$ cat config.mk
export PLATFORM = sky130hd
export DESIGN_NAME = motor_rodada
export DESIGN_NICKNAME = d
export VERILOG_FILES = /design/src/rtl/motor_rodada_pkg.sv /design/src/rtl/motor_rodada_contador_pisca.sv /design/src/rtl/motor_rodada.sv
export SDC_FILE = /design/constraint.sdc
export NUM_CORES = 1
export LEC_CHECK = 0
export ABC_AREA = 1
export BUFFER_PORTS_ARGS = -buffer_cell sky130_fd_sc_hd__buf_4
export CORE_MARGIN = 3
export CORE_UTILIZATION = 40
export CTS_CLUSTER_DIAMETER = 50
export DETAILED_ROUTE_END_ITERATION = 7
export PLACE_DENSITY = 0.61
export SLEW_MARGIN = 15
export SYNTH_ARGS = -nofsm -noshare
export SYNTH_HDL_FRONTEND = slang
export SYNTH_SLANG_ARGS = --single-unit
$ cat constraint.sdc
create_clock -name clock -period 1.9 [get_ports clock]
set_input_delay 0.095 -clock clock [delete_from_list [all_inputs] [get_ports clock]]
set_output_delay 0.095 -clock clock [all_outputs]
set_load 0.05 [all_outputs]
$ cat src/rtl/motor_rodada_pkg.sv
// Shared definitions for the LED memory-game round engine: state encoding
// and the width helpers used to size the score and timer outputs.
package motor_rodada_pkg;

    // Round FSM state encoding, exported as-is on db_estado.
    typedef logic [2:0] estado_t;

    localparam estado_t OCIOSO   = 3'd0;
    localparam estado_t CARREGA  = 3'd1;
    localparam estado_t MOSTRA   = 3'd2;
    localparam estado_t ESPERA   = 3'd3;
    localparam estado_t REGISTRA = 3'd4;
    localparam estado_t COMPARA  = 3'd5;
    localparam estado_t FIM      = 3'd6;

    // Bits needed to hold a hit count from 0 up to nacertos.
    function automatic int largura_acertos(input int nacertos);
        return (nacertos > 0) ? $clog2(nacertos + 1) : 1;
    endfunction

    // Bits needed to hold the remaining-ticks value from 0 up to ticks.
    function automatic int largura_tempo(input int ticks);
        return (ticks > 0) ? $clog2(ticks + 1) : 1;
    endfunction

endpackage

$ cat src/rtl/motor_rodada_contador_pisca.sv
// Blink sequencer: after a start pulse it produces NPISCA blinks, each
// BLINK_ON cycles lit followed by BLINK_OFF cycles dark. fim pulses on the
// last dark cycle, so the whole sequence lasts NPISCA*(BLINK_ON+BLINK_OFF).
module contador_pisca #(
    parameter int BLINK_ON  = 500,
    parameter int BLINK_OFF = 500,
    parameter int NPISCA    = 3
) (
    input  logic clock,
    input  logic reset,
    input  logic start,
    output logic aceso,
    output logic fim
);

    localparam int BMAX = (BLINK_ON > BLINK_OFF) ? BLINK_ON : BLINK_OFF;
    localparam int CW   = (BMAX > 1) ? $clog2(BMAX) : 1;
    localparam int PW   = (NPISCA > 1) ? $clog2(NPISCA) : 1;

    localparam logic [CW-1:0] ULT_ON    = CW'(BLINK_ON - 1);
    localparam logic [CW-1:0] ULT_OFF   = CW'(BLINK_OFF - 1);
    localparam logic [PW-1:0] ULT_PISCA = PW'(NPISCA - 1);

    logic          ativo_q, ativo_d;
    logic          fase_on_q, fase_on_d;
    logic [CW-1:0] cnt_q, cnt_d;
    logic [PW-1:0] pisca_q, pisca_d;
    logic          ultimo_off;

    // Next-state of the ON/OFF phase counter and the blink counter.
    always_comb begin
        // NOTE: every variable gets a default first so no path leaves it unassigned (no latch).
        ativo_d    = ativo_q;
        fase_on_d  = fase_on_q;
        cnt_d      = cnt_q;
        pisca_d    = pisca_q;
        ultimo_off = 1'b0;
        if (start) begin
            ativo_d   = 1'b1;
            fase_on_d = 1'b1;
            cnt_d     = '0;
            pisca_d   = '0;
        end else if (ativo_q) begin
            if (fase_on_q) begin
                if (cnt_q == ULT_ON) begin
                    fase_on_d = 1'b0;
                    cnt_d     = '0;
                end else begin
                    cnt_d = cnt_q + CW'(1);
                end
            end else begin
                if (cnt_q == ULT_OFF) begin
                    cnt_d = '0;
                    if (pisca_q == ULT_PISCA) begin
                        ativo_d    = 1'b0;
                        ultimo_off = 1'b1;
                    end else begin
                        pisca_d   = pisca_q + PW'(1);
                        fase_on_d = 1'b1;
                    end
                end else begin
                    cnt_d = cnt_q + CW'(1);
                end
            end
        end
    end

    // Sequencer registers with synchronous reset.
    always_ff @(posedge clock) begin
        // NOTE: sequential state uses non-blocking assignments so all flops update together.
        if (reset) begin
            ativo_q   <= 1'b0;
            fase_on_q <= 1'b0;
            cnt_q     <= '0;
            pisca_q   <= '0;
        end else begin
            ativo_q   <= ativo_d;
            fase_on_q <= fase_on_d;
            cnt_q     <= cnt_d;
            pisca_q   <= pisca_d;
        end
    end

    assign aceso = ativo_q & fase_on_q;
    assign fim   = ultimo_off;

endmodule

$ cat src/rtl/motor_rodada.sv
// Round engine of the LED memory game: loads each expected pattern from
// the pattern memory, blinks it, waits for a button play under a tick
// timeout and scores the play (optionally rejecting a repeated hit).
module motor_rodada
    import motor_rodada_pkg::*;
#(
    parameter int NBTN      = 4,
    parameter int SEQ_W     = 4,
    parameter int TIMEOUT   = 300,
    parameter int BLINK_ON  = 500,
    parameter int BLINK_OFF = 500,
    parameter int NPISCA    = 3,
    parameter int NACERTOS  = 3
) (
    input  logic                                  clock,
    input  logic                                  reset,
    input  logic                                  iniciar,
    input  logic                                  nivel,
    input  logic                                  tick,
    input  logic [NBTN-1:0]                       botoes,
    output logic [SEQ_W-1:0]                      mem_addr,
    input  logic [NBTN-1:0]                       mem_data,
    output logic [NBTN-1:0]                       leds,
    output logic [largura_acertos(NACERTOS)-1:0]  acertos,
    output logic [largura_tempo(TIMEOUT)-1:0]     tempo_restante,
    output logic                                  fim_rodada,
    output logic                                  vitoria,
    output logic                                  timeout,
    output logic [2:0]                            db_estado
);

    localparam int AW = largura_acertos(NACERTOS);
    localparam int TW = largura_tempo(TIMEOUT);

    localparam logic [AW-1:0] META       = AW'(NACERTOS);
    localparam logic [TW-1:0] TEMPO_MAX  = TW'(TIMEOUT);

    estado_t          estado_q, estado_d;
    logic [SEQ_W-1:0] mem_addr_q, mem_addr_d;
    logic [NBTN-1:0]  esperado_q, esperado_d;
    logic [NBTN-1:0]  jogada_q, jogada_d;
    logic [NBTN-1:0]  acerto_ant_q, acerto_ant_d;
    logic [AW-1:0]    acertos_q, acertos_d;
    logic [TW-1:0]    tempo_q, tempo_d;
    logic             fim_q, fim_d;
    logic             vitoria_q, vitoria_d;
    logic             timeout_q, timeout_d;
    logic             nivel_q, nivel_d;
    logic             fase_q, fase_d;
    logic             btn_or_q, btn_or_d;

    logic             borda;
    logic             acerto;
    logic [AW-1:0]    novo_acertos;
    logic             inicia_pisca;
    logic             pisca_aceso;
    logic             pisca_fim;

    contador_pisca #(
        .BLINK_ON  (BLINK_ON),
        .BLINK_OFF (BLINK_OFF),
        .NPISCA    (NPISCA)
    ) u_pisca (
        .clock (clock),
        .reset (reset),
        .start (inicia_pisca),
        .aceso (pisca_aceso),
        .fim   (pisca_fim)
    );

    // Press detection: rising edge of "any button" against last cycle's OR,
    // so a button already held when ESPERA is entered does not count.
    assign borda = (|botoes) & ~btn_or_q;

    // Hit rule; hard mode also forbids repeating the previous correct play.
    assign acerto = (jogada_q == esperado_q) && (jogada_q != '0) &&
                    !(nivel_q && (jogada_q == acerto_ant_q));
    assign novo_acertos = acerto ? (acertos_q + AW'(1)) : acertos_q;

    // Round FSM plus its datapath next-state.
    always_comb begin
        estado_d     = estado_q;
        mem_addr_d   = mem_addr_q;
        esperado_d   = esperado_q;
        jogada_d     = jogada_q;
        acerto_ant_d = acerto_ant_q;
        acertos_d    = acertos_q;
        tempo_d      = tempo_q;
        fim_d        = fim_q;
        vitoria_d    = vitoria_q;
        timeout_d    = timeout_q;
        nivel_d      = nivel_q;
        fase_d       = 1'b0;
        btn_or_d     = |botoes;
        inicia_pisca = 1'b0;
        case (estado_q)
            OCIOSO, FIM: begin
                if (iniciar) begin
                    estado_d     = CARREGA;
                    mem_addr_d   = '0;
                    acertos_d    = '0;
                    acerto_ant_d = '0;
                    fim_d        = 1'b0;
                    vitoria_d    = 1'b0;
                    timeout_d    = 1'b0;
                    nivel_d      = nivel;
                end
            end
            CARREGA: begin
                // First cycle lets the memory respond to the new address;
                // the second captures its data.
                if (!fase_q) begin
                    fase_d = 1'b1;
                end else begin
                    esperado_d   = mem_data;
                    inicia_pisca = 1'b1;
                    estado_d     = MOSTRA;
                end
            end
            MOSTRA: begin
                if (pisca_fim) begin
                    estado_d = ESPERA;
                    tempo_d  = TEMPO_MAX;
                end
            end
            ESPERA: begin
                // A press on the final tick's cycle wins over the timeout.
                if (borda) begin
                    estado_d = REGISTRA;
                end else if (tick && (tempo_q != '0)) begin
                    tempo_d = tempo_q - TW'(1);
                    if (tempo_q == TW'(1)) begin
                        estado_d  = FIM;
                        fim_d     = 1'b1;
                        timeout_d = 1'b1;
                        vitoria_d = 1'b0;
                    end
                end
            end
            REGISTRA: begin
                jogada_d = botoes;
                estado_d = COMPARA;
            end
            COMPARA: begin
                if (acerto) begin
                    acertos_d    = novo_acertos;
                    acerto_ant_d = jogada_q;
                end
                if (novo_acertos == META) begin
                    estado_d  = FIM;
                    fim_d     = 1'b1;
                    vitoria_d = 1'b1;
                end else if (&mem_addr_q) begin
                    // End of the sequence: the address never wraps.
                    estado_d  = FIM;
                    fim_d     = 1'b1;
                    vitoria_d = 1'b0;
                end else begin
                    mem_addr_d = mem_addr_q + SEQ_W'(1);
                    estado_d   = CARREGA;
                end
            end
            default: estado_d = OCIOSO;
        endcase
    end

    // State and datapath registers with synchronous active-high reset.
    always_ff @(posedge clock) begin
        if (reset) begin
            estado_q     <= OCIOSO;
            mem_addr_q   <= '0;
            esperado_q   <= '0;
            jogada_q     <= '0;
            acerto_ant_q <= '0;
            acertos_q    <= '0;
            tempo_q      <= TEMPO_MAX;
            fim_q        <= 1'b0;
            vitoria_q    <= 1'b0;
            timeout_q    <= 1'b0;
            nivel_q      <= 1'b0;
            fase_q       <= 1'b0;
            btn_or_q     <= 1'b0;
        end else begin
            estado_q     <= estado_d;
            mem_addr_q   <= mem_addr_d;
            esperado_q   <= esperado_d;
            jogada_q     <= jogada_d;
            acerto_ant_q <= acerto_ant_d;
            acertos_q    <= acertos_d;
            tempo_q      <= tempo_d;
            fim_q        <= fim_d;
            vitoria_q    <= vitoria_d;
            timeout_q    <= timeout_d;
            nivel_q      <= nivel_d;
            fase_q       <= fase_d;
            btn_or_q     <= btn_or_d;
        end
    end

    assign leds           = ((estado_q == MOSTRA) && pisca_aceso) ? esperado_q : '0;
    assign mem_addr       = mem_addr_q;
    assign acertos        = acertos_q;
    assign tempo_restante = tempo_q;
    assign fim_rodada     = fim_q;
    assign vitoria        = vitoria_q;
    assign timeout        = timeout_q;
    assign db_estado      = estado_q;

endmodule
==> results of run 1 <==
==> power by group through the flow <==
stage	combinational [uW]	clock [uW]	sequential, uW
finish	1660	782	1300
global route	1820	850	1330
CTS	1470	803	1300
detailed placement	1460	0	1320
global placement	1450	0	1320
floorplan	790	0	1620
==> registers in the layout (all words and copies together) (netlist names) <==
signal             cells
u_pisca.fase_on_q      1
vitoria                1
u_pisca.cnt_q          9
btn_or_q               1
db_estado              3
nivel_q                1
timeout                1
acerto_ant_q           4
u_pisca.ativo_q        1
fase_q                 1
esperado_q             4
acertos                2
jogada_q               4
mem_addr               4
fim_rodada             1
u_pisca.pisca_q        2
tempo_restante         9
==> critical path: cells and delay by family (launching register included) <==
family	cells	cell delay (ns)
AND/OR/NAND/NOR	5	0.62
AO/OA/AOI/OAI	2	0.28
adder cells (fa/ha/maj)	1	0.14
flip-flops	1	0.38
buffers and inverters	2	0.30
==> routing by layer <==
metal | wire length [um] | vias to the layer above | GRT usage (%)
li1 | - | 1294 | -
met1 | 2910 | 1125 | 21.5
met2 | 2840 | 39 | 26.6
met3 | 223 | 4 | 2.88
met4 | 51 | 0 | 4.75
met5 | 0 | - | 0
==> logic make-up after synthesis <==
| group | after synthesis | synth area share, % |
|---|---|---|
| simple gates | 182 | 31.8 |
| compound gates | 72 | 16.0 |
| flops | 49 | 38.7 |
| xor+xnor | 7 | 2.42 |
| buf+inv | 50 | 8.05 |
| fa+ha+maj | 6 | 2.96 |
==> final cells by class <==
class                      count  area, um2
clock inverter                 2       37.5
multi-input combinational    267       1410
inverter                      43        174
fill                         616       2830
timing repair inverter         1       5.00
sequential                    49        991
tap                           75       93.8
clock buffer                   6       82.6
timing repair buffer          52        403
==> how the worst min path moves through the flow <==
stage	startpoint	to	cells past startpoint
after CTS	nivel	nivel_q$_SDFFE_PP0P_	3
after floorplan	botoes[0]	btn_or_q$_SDFF_PP0_	2
after global placement	nivel	nivel_q$_SDFFE_PP0P_	3
after global routing	botoes[0]	btn_or_q$_SDFF_PP0_	3
after detailed placement	nivel	nivel_q$_SDFFE_PP0P_	3
final	nivel	nivel_q$_SDFFE_PP0P_	3
==> what timing repair did <==
item | in CTS | in global routing
hold endpoints to repair | 0 | 0
setup buffers | 0 | 9
gates resized for setup | 0 | 25
setup endpoints to repair | 0 | 18
hold buffers | 0 | 0
==> cells in the mapped netlist (3+ instances only) <==
| cell | n | area share, % |
|---|---|---|
| nand3_1 | 19 | 3.8 |
| a31oi_1 | 3 | 0.74 |
| clkbuf_1 | 4 | 0.59 |
| inv_1 | 39 | 5.8 |
| dfxtp_1 | 49 | 39 |
| nor3_1 | 7 | 1.4 |
| o21ai_2 | 3 | 1.0 |
| o21a_1 | 4 | 1.2 |
| a21oi_1 | 36 | 7.1 |
| o211ai_1 | 3 | 0.89 |
| o21ai_0 | 20 | 4.0 |
| nand4_1 | 6 | 1.5 |
| xor2_1 | 5 | 1.7 |
| nand3b_1 | 3 | 0.89 |
| nand2_1 | 88 | 13 |
| nor2_1 | 50 | 7.4 |
| ha_1 | 6 | 3.0 |
| inv_2 | 4 | 0.59 |
==> through the flow <==
step / utilization, % / TNS, ns / area, um2 / power [uW] / hold slack (ns)
detailed placement: 48.3 / 0 / 2910 / 2780 / 0.364
finish: 53.0 / 0 / 3190 / 3740 / 0.0495
CTS: 50.3 / 0 / 3030 / 3570 / 0.0439
floorplan: - / 0 / 2540 / 2410 / 0.255
global route: 53.0 / -0.161 / 3190 / 4000 / 0.0691
global placement: 48.3 / 0 / 2910 / 2780 / 0.358
==> run_results.csv, run 1 <==
group,metric,value,unit
sta,hold_viol,0,
worst_setup_path,reg2reg_slack,0.07,ns
yosys,synth_fp_nets,385,
worst_setup_path,crit_chain,"ha_4 > nand4_1 > nor3_2 > nand2_1 > o21ai_2 > nand3_4 > buf_4 > buf_4 > nand2_1 > a21oi_1",
layout,fin_cells,495,
layout,final_cell_mix,"nand2_1 (87), buf_4 (51), nor2_1 (48)",
worst_setup_path,worst-setup-path-type,"flop to flop",
power,p_leak,0.00130,uW
detailed_routing,vias_per_cell,4.97,
status,status,"finished clean",
worst_setup_path,reg2reg_from,"u_pisca.cnt_q[1]$_SDFFE_PP0P_",
power,power_frac_comb,44.3,%
power,power.density,1170,nW/um2
worst_setup_path,critical_path_arrival,2.02,ns
power,p_int,2170,uW
worst_setup_path,r2r-end,"tempo_restante[7]$_SDFFE_PP0P_",
clock_network,h-tree-depth,2,
sta,fin_ws,0.0706,ns
worst_setup_path,cp-end-kind,"flop",
place,place_hpwl,4280,um
floorplanning,die_w,85.6,um
sta,min_period,1.83,ns
yosys,netlist_area,2530,um2
sta,maxSlewViolCount,0,
power,seqPwrFrac,34.9,%
detailed_routing,antenna_left,0,
clock_network,cts.sinks,49,
place,dp_cells,477,
global_routing,grt_max_degree,21,
global_routing,overflow,0,
floorplanning,coreArea,6030,um2
worst_setup_path,crit_fanout,4,
place,routabilityCongestion,0.879,
power,pwr-share-clk,20.9,%
global_routing,antenna_found_initial,0,
sta,clock.fmax,0.547,GHz
detailed_routing,firstDrtPassIters,4,
power,p_sw,1580,uW
clock_network,root_buffer,"clkbuf_8",
worst_setup_path,slowest_stage,"dfxtp_2",
clock_network,cts_tree,"done",
global_routing,grt_usage,16.1,%
worst_setup_path,required,2.09,ns
sta,fin_worst_skew,0.0110,ns
layout,antenna_cells,0,
hold_path,hold_path.class,"input port to flop",
worst_setup_path,r2r_cells,10,
sta,setup-violations-final,0,
power,swShare,42.1,%
place,preCtsSetupSlack,0.0553,ns
detailed_routing,drcViolationCount,0,
floorplanning,rows,28,
yosys,synth_edf_count,0,
layout,fin_nets,438,
floorplanning,chipHeight,85.6,um
global_routing,grt_pass1_vias,2217,
yosys,syn_inst,366,
detailed_routing,finalWirelength,6020,um
sta,fin_crit_sh,96.3,%
yosys,ys.flop_type,"dfxtp_1",
sta,worst_pin_slew,0.549,ns
floorplanning,initial_core_util,42.0,%
clock_network,cts_buffer_depth,2,
yosys,synth.distinct_cells,31,
yosys,ys_warn_count,0,
yosys,yosysSeqAreaShare,38.7,%
clock_network,cts_buffers,5,
floorplanning,io_pins,38,
sta,slew_headroom,63.4,%
place,io_buffers,37,
yosys,async_reset_ff_share,0,%
sta,rsz0062_at_grt,"true",
layout,area_growth,26.1,%
worst_setup_path,crit_path_end,"tempo_restante[7]$_SDFFE_PP0P_",
layout,drive_gt1_share,21.9,%
worst_setup_path,slowest_delay,0.38,ns
layout,final_common_cell,"nand2_1",
power,irDropWorstVdd,0.923,mV
worst_setup_path,crit_start,"u_pisca.cnt_q[1]$_SDFFE_PP0P_",
detailed_routing,num_vias,2462,
yosys,ys_ff_latch,49,
clock_network,clk_pin_slew,0.10,ns
run,maxCapViolations,0,
detailed_routing,drtIter0Drc,76,
worst_setup_path,startpoint_type,"flop",
detailed_routing,drt-wirelength-per-cell,12.2,um
floorplanning,die_area,7320,um2
yosys,avgSynthCellArea,6.92,um2
global_routing,grt_pass1_wl,9760,um
clock_network,clock_latency,0.30,ns
(Power assumes the default switching activity.)
==> run 2: changes to the inputs <==
--- a/config.mk
+++ b/config.mk
@@ -11,6 +11,7 @@
 export CORE_UTILIZATION = 40
 export CTS_CLUSTER_DIAMETER = 50
 export DETAILED_ROUTE_END_ITERATION = 7
+export MAX_ROUTING_LAYER = met4
 export PLACE_DENSITY = 0.61
 export SLEW_MARGIN = 15
 export SYNTH_ARGS = -nofsm -noshare
==> run 2 against run 1 <==
  * Worst hold slack barely moved
  * Die area did not move
  * Clock-buffer cell count is the same
  * Combinational power barely moved
  * Sequential power hardly changed
  * Critical path depth is the same
  * Global-route usage up 0.48 points
  * Via count is the same
  * Total power is essentially flat
  * Cell count unchanged
  * Critical endpoint unchanged
  * Largest cell class unchanged
  * Highest routed layer unchanged
==> run_results.csv, run 2 (synthesis gave the netlist of run 1 again) <==
group,metric,value,unit
clock_network,clk_pin_slew,0.10,ns
place,place_hpwl,4280,um
global_routing,grt_usage,16.6,%
global_routing,overflow,0,
place,io_buffers,37,
detailed_routing,drcViolationCount,0,
floorplanning,rows,28,
worst_setup_path,slowest_stage,"dfxtp_2",
global_routing,grt_pass1_wl,9760,um
floorplanning,die_area,7320,um2
worst_setup_path,critical_path_arrival,2.02,ns
global_routing,grt_pass1_vias,2217,
worst_setup_path,slowest_delay,0.38,ns
detailed_routing,drtIter0Drc,78,
layout,area_growth,26.1,%
floorplanning,io_pins,38,
global_routing,grt_max_degree,21,
detailed_routing,vias_per_cell,4.97,
floorplanning,chipHeight,85.6,um
layout,final_cell_mix,"nand2_1 (87), buf_4 (51), nor2_1 (48)",
floorplanning,initial_core_util,42.0,%
power,p_leak,0.00130,uW
run,maxCapViolations,0,
clock_network,cts.sinks,49,
clock_network,h-tree-depth,2,
worst_setup_path,cp-end-kind,"flop",
power,irDropWorstVdd,0.923,mV
sta,min_period,1.83,ns
sta,maxSlewViolCount,0,
detailed_routing,antenna_left,0,
worst_setup_path,worst-setup-path-type,"flop to flop",
worst_setup_path,crit_fanout,4,
power,power.density,1170,nW/um2
clock_network,cts_hold_buf,0,
floorplanning,coreArea,6030,um2
sta,clock.fmax,0.547,GHz
layout,drive_gt1_share,21.9,%
status,status,"finished clean",
place,preCtsSetupSlack,0.0553,ns
worst_setup_path,crit_chain,"ha_4 > nand4_1 > nor3_2 > nand2_1 > o21ai_2 > nand3_4 > buf_4 > buf_4 > nand2_1 > a21oi_1",
layout,fin_nets,438,
layout,antenna_cells,0,
detailed_routing,num_vias,2462,
detailed_routing,drt-wirelength-per-cell,12.2,um
sta,fin_crit_sh,96.3,%
clock_network,cts_buffer_depth,2,
floorplanning,die_w,85.6,um
sta,fin_worst_skew,0.0110,ns
clock_network,cts_buffers,5,
clock_network,cts_tree,"done",
detailed_routing,finalWirelength,6030,um
worst_setup_path,timing.critical_path.max_delay_family,"simple AND/OR/NAND/NOR gates",
sta,worst_pin_slew,0.549,ns
power,finalPower,3740,uW
global_routing,antenna_found_initial,0,
hold_path,hold_path.class,"input port to flop",
worst_setup_path,cp_num_buf_inv,2,
sta,setup-violations-final,0,
sta,fin_hold_ws,0.0494,ns
layout,final_common_cell,"nand2_1",
sta,rsz0062_at_grt,"true",
sta,slew_headroom,63.4,%
clock_network,root_buffer,"clkbuf_8",
sta,fin_ws,0.0706,ns
sta,hold_viol,0,
worst_setup_path,required,2.09,ns
detailed_routing,firstDrtPassIters,4,
worst_setup_path,startpoint_type,"flop",
place,routabilityCongestion,0.893,
clock_network,clock_latency,0.30,ns
==> run 2: area by class of cell <==
class / count / area [um2]
clock buffer: 6 / 82.6
clock inverter: 2 / 37.5
fill: 616 / 2830
inverter: 43 / 174
multi-input combinational: 267 / 1410
sequential: 49 / 991
tap: 75 / 93.8
timing repair buffer: 52 / 403
timing repair inverter: 1 / 5.00
==> run 2: metal layers <==
layer	part of all wire (%)	GRT usage, %
met3	3.5	2.69
met1	48	21.6
met5	0	-
met2	47	26.6
met4	0.85	4.75
==> run 2: worst register-to-register path, cell delays in order (launching register included) <==
cell and delay [ns]:
dfxtp_2 0.38, ha_4 0.14, nand4_1 0.09, nor3_2 0.25, nand2_1 0.12, o21ai_2 0.23
nand3_4 0.11, buf_4 0.17, buf_4 0.13, nand2_1 0.05, a21oi_1 0.06
==> run 2: path summary, 6_finish.rpt <==
| path | end | start | slack [ns] | cells after the start |
|---|---|---|---|---|
| setup / recovery | tempo_restante[7]$_SDFFE_PP0P_ | u_pisca.cnt_q[1]$_SDFFE_PP0P_ | 0.07 | 10 |
| hold / removal | nivel_q$_SDFFE_PP0P_ | nivel | 0.05 | 3 |
| setup reg to reg | tempo_restante[7]$_SDFFE_PP0P_ | u_pisca.cnt_q[1]$_SDFFE_PP0P_ | 0.07 | 10 |
| hold reg to reg | fim_rodada$_SDFFE_PP0P_ | fim_rodada$_SDFFE_PP0P_ | 0.46 | 2 |
==> run 2: stage by stage <==
| stage | std cells | utilization (%) | TNS [ns] | cell area (um2) |
|---|---|---|---|---|
| 6_report | 495 | 53.0 | 0 | 3190 |
| 5_1_grt | 495 | 53.0 | -0.161 | 3190 |
| 3_3_place_gp | 477 | 48.3 | 0 | 2910 |
| 3_5_place_dp | 477 | 48.3 | 0 | 2910 |
| 4_1_cts | 485 | 50.3 | 0 | 3030 |
| 2_1_floorplan | 366 | - | 0 | 2540 |
==> run 2: repair_timing <==
item | CTS | global route
gates resized for setup | 0 | 25
setup buffers | 0 | 9
hold endpoints to repair | 0 | 0
endpoints found under the setup margin | 0 | 18
==> run 2: report_power, final <==
| group | switching, uW | internal, uW | leakage [uW] |
|---|---|---|---|
| clock | 354 | 428 | 0.0000574 |
| combinational | 1080 | 574 | 0.000845 |
| sequential | 140 | 1160 | 0.000400 |
